File: src/rtl/key_step_pulser.sv
// key_step_pulser: sync, debounce and auto-repeat for an active-low key.
// Emits one-cycle step pulses for the counter's T input.
module key_step_pulser #(
  parameter int DEBOUNCE_CYCLES = 16,
  parameter int REPEAT_DELAY    = 64,
  parameter int REPEAT_PERIOD   = 16
) (
  input  logic clk,
  input  logic clear,
  input  logic key_n,
  input  logic enable_in,
  output logic step,
  output logic pressed,
  output logic repeating
);

  localparam int DW = $clog2(DEBOUNCE_CYCLES);
  localparam int TMAX = (REPEAT_DELAY > REPEAT_PERIOD)
                      ? REPEAT_DELAY : REPEAT_PERIOD;
  localparam int TW = $clog2(TMAX);

  localparam logic [DW-1:0] DLAST = DW'(DEBOUNCE_CYCLES - 1);
  localparam logic [TW-1:0] HLAST = TW'(REPEAT_DELAY - 1);
  localparam logic [TW-1:0] RLAST = TW'(REPEAT_PERIOD - 1);

  typedef enum logic [1:0] {
    IDLE   = 2'd0,
    HOLD   = 2'd1,
    REPEAT = 2'd2
  } state_e;

  logic          s1_q, s2_q;
  logic [DW-1:0] db_q, db_d;
  logic          pressed_q, pressed_d;
  state_e        state_q, state_d;
  logic [TW-1:0] tmr_q, tmr_d;
  logic          step_q, step_d;
  logic          rep_q, rep_d;
  logic          lvl;
  logic          pulse;

  assign lvl = ~s2_q;

  always_comb begin
    db_d      = db_q;
    pressed_d = pressed_q;
    if (lvl == pressed_q) begin
      db_d = '0;
    end else if (db_q == DLAST) begin
      pressed_d = lvl;
      db_d      = '0;
    end else begin
      db_d = db_q + 1'b1;
    end
  end

  // Decisions use the new debounced level so a release
  // on a would-be pulse edge suppresses that pulse.
  always_comb begin
    state_d = state_q;
    tmr_d   = tmr_q;
    pulse   = 1'b0;
    unique case (state_q)
      IDLE: begin
        if (pressed_d) begin
          pulse   = 1'b1;
          tmr_d   = '0;
          state_d = HOLD;
        end
      end
      HOLD: begin
        if (!pressed_d) begin
          tmr_d   = '0;
          state_d = IDLE;
        end else if (tmr_q == HLAST) begin
          pulse   = 1'b1;
          tmr_d   = '0;
          state_d = REPEAT;
        end else begin
          tmr_d = tmr_q + 1'b1;
        end
      end
      REPEAT: begin
        if (!pressed_d) begin
          tmr_d   = '0;
          state_d = IDLE;
        end else if (tmr_q == RLAST) begin
          pulse = 1'b1;
          tmr_d = '0;
        end else begin
          tmr_d = tmr_q + 1'b1;
        end
      end
      default: begin
        tmr_d   = '0;
        state_d = IDLE;
      end
    endcase
    step_d = pulse & enable_in;
    rep_d  = (state_d == REPEAT);
  end

  always_ff @(posedge clk) begin
    if (!clear) begin
      s1_q      <= 1'b1;
      s2_q      <= 1'b1;
      db_q      <= '0;
      pressed_q <= 1'b0;
      state_q   <= IDLE;
      tmr_q     <= '0;
      step_q    <= 1'b0;
      rep_q     <= 1'b0;
    end else begin
      s1_q      <= key_n;
      s2_q      <= s1_q;
      db_q      <= db_d;
      pressed_q <= pressed_d;
      state_q   <= state_d;
      tmr_q     <= tmr_d;
      step_q    <= step_d;
      rep_q     <= rep_d;
    end
  end

  assign step      = step_q;
  assign pressed   = pressed_q;
  assign repeating = rep_q;

endmodule

File: config.mk
export PLATFORM = sky130hd
export DESIGN_NAME = key_step_pulser
export DESIGN_NICKNAME = d
export VERILOG_FILES = /design/src/rtl/key_step_pulser.sv
export SDC_FILE = /design/constraint.sdc
export NUM_CORES = 1
export LEC_CHECK = 0
export CORE_UTILIZATION = 50
export DETAILED_ROUTE_END_ITERATION = 12
export GPL_ROUTABILITY_DRIVEN = 0
export PLACE_DENSITY = 0.67
export SYNTH_ARGS = -nofsm -noshare
export SYNTH_HDL_FRONTEND = slang
export SYNTH_SLANG_ARGS = --single-unit
export TNS_END_PERCENT = 10
File: constraint.sdc
create_clock -name clk -period 3.15 [get_ports clk]
set_clock_uncertainty 0.05 [all_clocks]
set_input_delay 0.945 -clock clk [delete_from_list [all_inputs] [get_ports clk]]
set_output_delay 0.945 -clock clk [all_outputs]
set_load 0.01 [all_outputs]
# Word level (Yosys, flattened, before mapping)
# Index checks and enable logic that the tools add are counted.
# totals
register_bits	17
inputBits	4
output_inout_bits	3
word_cells	42
# op_classes
n_addsub	2
n_eq_ne	8
muxes	19
n_bitwise	3
reduce_logical	2
# ops
cell	n
$mux W6	5
$pmux W6 S3	1
$mux W2	4
$mux W1	7
$add A6 B1 Y6 const B	1
$eq A6 B4 Y1 const B	1
$eq A6 B6 Y1 const B	1
$pmux W2 S3	1
$add A4 B1 Y4 const B	1
$eq A2 B2 Y1 const B	2
$eq A4 B4 Y1 const B	1
$pmux W1 S3	1
$reduce_or A3 Y1	1
$eq A2 B1 Y1 const B	1
$logic_not A2 Y1	1
$ne A2 B2 Y1 const B	1
$not A1 Y1	2
$and A1 B1 Y1	1
$eq A1 B1 Y1	1

# Logic depth before layout (Yosys ltp)
# depth
ltp_word	6
mapped_depth	7
ltp_nobuf	7

# Worst setup path before layout
# Ideal clock, no wire load.
# synth_timing
path_type	input to register
startpoint	in clear
endpoint	reg tmr_q[2]
setup_ns	0.114
arrival_ns	1.400
required_time_ns	2.986
slack_ns	1.586
cell_stages	3
path_buffers	0
path_cell_list	and3_4 -> o21bai_1 -> a21o_1
# synth_lines
element	line	source
start: declaration	9	input logic clear,
end signal: assignment	119	tmr_q <= tmr_d;
end: declaration	36	logic [TW-1:0] tmr_q, tmr_d;

# Worst setup path in the final report
# layout_timing
startpoint	reg pressed_q, in the netlist pressed
endpoint	out pressed
# layout_lines
element	line	source
start: declaration	34	logic pressed_q, pressed_d;
start signal: assignment	117	pressed_q <= pressed_d;
end: declaration	13	output logic pressed,
# No word-level cell between the ends.

==> results by group <==
Synth
  – Post-Synthesis Cells: 92
  – Mapped cell area: 851 um^2
  – Syn avg cell area: 9.25 um^2
  – Sequential fraction of the synthesis area: 40.0%
  – Post-synth EDFFs: 0
  – Synth unique cells: 31
  – Yosys warnings: 0
  – Synth Flop Type: dfxtp_1
  – Async S/R FF share, synth: 0%
  – Syn Nets: 102
  – Number of synthesized register bits: 17

Status
  – Status: complete, no violations

Floorplanning
  – Full die area: 1870 um^2
  – IO Count: 7
  – Initial core utilization: 55.2%
  – Die Y: 43.3 um
  – Die width: 43.3 um
  – Core area: 1540 um^2
  – Site row count: 14

Cells and area
  – Final Instance Area: 958 um^2
  – Most frequent cells in the layout: 17 x dfxtp_1, 8 x nand3_1, 7 x nand2_1
  – Non-Filler Instances: 118
  – P&R area growth vs syn: 12.6%
  – Share of cells above drive strength 1: 12.7%
  – # diodes: 0
  – Fillers: 135
  – Most common cell after layout, fill and taps aside: dfxtp_1
  – Total Nets Final: 113

Routing
  – Detail Route Antenna Nets: 0
  – Detailed Routing Iterations Pass 1: 4
  – DR vias/cell: 5.63
  – First DRT Iteration DRCs: 17
  – Routed wire length: 1.42 mm
  – Routed length per placed instance: 12.0 um
  – Vias: 664
  – Drt drc: 0

STA
  – Pin slew with the least headroom to its limit: 335 ps
  – Fmax: 0.440 GHz
  – RSZ-0062 raised after global routing: false
  – Worst rel slew slack: 77.6%
  – Setup TNS Final: 0 ps
  – Slew Limit Fails: 0
  – Post-layout min period: 2270 ps
  – Tcrit/Tclk final: 72.2%
  – Setup WS post-layout: 875 ps
  – Hold Vio Cnt, Final: 0
  – Final setup fails: 0

GRT
  – First-pass GRT wire length: 2.50 mm
  – Gr ovfl total: 0
  – Gr usage total: 18.2%
  – Initial antenna violation count: 0
  – Largest net degree at the start of global routing: 11
  – Vias in the first global route: 617

Hold path
  – Hold_sp: s1_q
  – Hold WC Path Type: flop to flop

Placed design
  – DP Area: 931 um^2
  – Final HPWL from detailed placement: 1.11 mm
  – Placed insts: 114
  – Buffers on Ports: 6
  – DP Worst Slack: 859 ps

Clocking
  – Setup bufs post-CTS: 0
  – Clk Latency, worst-skew pair: 290 ps
  – CTS Hold Bufs: 0
  – Clock buffer depth: 2
  – H-tree levels: 1
  – Cells resized by post-CTS repair: 0
  – Clock transition at the registers of the reported paths: 90 ps
  – TritonCTS clock tree: built
  – Total CTS buffers: 3
  – Root Driver: clkbuf_4
  – Number of clock sinks: 17

Worst setup path
  – CP endpoint kind: primary output
  – CP Class: flop to primary output
  – Worst path arrival time: 1280 ps
  – CP delay by family, top: buffers and inverters
  – Critical-path cell list: clkdlybuf4s50_1
  – Crit path required time: 2150 ps
  – CP max-delay cell: clkdlybuf4s50_1
  – Setup crit start: pressed
  – Crit-path max cell delay: 570 ps
  – Startpoint types: flop
  – Crit path buf inv count: 1
  – Worst r2r src: tmr_q[0]
  – Max Fanout on Critical Path: 4

Power
  – Clk network pwr share: 33.2%
  – Part of the power in registers: 63.6%
  – Comb power frac: 3.2%
  – P_leak: 0.383 nW
  – Peak VDD IR: 280 uV
  – Switching share of power: 20.9%
  – Switching pwr: 71.2 uW
  – Pwr/cell area: 356 nW/um^2
  – Pint: 270 uW

Flow run
  – Max Cap Viol: 0
## synthesized netlist by cell type (2+ instances only)
master / count / share of area [%]
inv_1: 5 / 2.2
nand4_1: 2 / 1.5
a21oi_1: 4 / 2.4
nor2_1: 6 / 2.6
a21boi_0: 2 / 1.8
ha_1: 6 / 8.8
and3_1: 3 / 2.2
a21o_1: 2 / 1.8
o21ai_0: 6 / 3.5
and3_4: 2 / 2.6
nand3_1: 8 / 4.7
nand2_1: 7 / 3.1
dfxtp_1: 17 / 40
nand2b_1: 3 / 2.2
xor2_1: 3 / 3.1
## per-layer routing
layer | up-vias | share of wire, % | GRT usage [%]
met5 | - | 0 | 0
met4 | 0 | 0.99 | 10.9
met2 | 11 | 47 | 27.8
met1 | 298 | 47 | 23.3
li1 | 353 | - | -
met3 | 2 | 4.4 | 3.83
## cell type report
| type | instances | area [um^2] | share of cell area, % |
|---|---|---|---|
| Multi-Input combinational cell | 70 | 492 | 51.3 |
| Sequential cell | 17 | 340 | 35.5 |
| Timing Repair Buffer | 6 | 60.1 | 6.27 |
| Clock buffer | 3 | 22.5 | 2.35 |
| Tap cell | 16 | 20.0 | 2.09 |
| Inverter | 5 | 18.8 | 1.96 |
| Clock inverter | 1 | 5.00 | 0.522 |
## stage by stage
| step | hold WS (ps) | utilization (%) | power, mW |
|---|---|---|---|
| floorplan | 336 | - | 0.227 |
| global placement | 354 | 60.4 | 0.233 |
| detailed placement | 349 | 60.4 | 0.233 |
| CTS | 378 | 62.2 | 0.350 |
| global route | 395 | 62.2 | 0.358 |
| finish | 373 | 62.2 | 0.341 |
## power groups by stage
stage	clock network (mW)	logic, mW	registers, mW
after floorplan	0	0.00497	0.222
after global placement	0	0.0105	0.222
after detailed placement	0	0.0107	0.222
after CTS	0.122	0.0108	0.217
after global routing	0.129	0.0120	0.217
final	0.113	0.0109	0.217
## path summary, 6_finish.rpt
path / to / slack [ps] / cells after the start
max: pressed / 880 / 1
min: s2_q / 370 / 1
max reg2reg: tmr_q[5] / 1480 / 6
min reg2reg: s2_q / 370 / 1
## kinds of logic (layout without fill, tap and decap cells)
group / after synthesis / count (layout) / synth area share, %
AO/OA/AOI/OAI: 23 / 23 / 20.1
XOR/XNOR: 4 / 4 / 4.12
adder cells (fa/ha/maj): 6 / 6 / 8.82
buffers and inverters: 5 / 15 / 2.21
flip-flops: 17 / 17 / 40.0
AND/OR/NAND/NOR: 37 / 37 / 24.7
## state kept, by name, indices dropped and copies added (netlist names)
register / flops
db_q: 4
pressed: 1
repeating: 1
s1_q: 1
s2_q: 1
state_q: 2
step: 1
tmr_q: 6
Note: power is estimated with default switching activity, not from simulation.
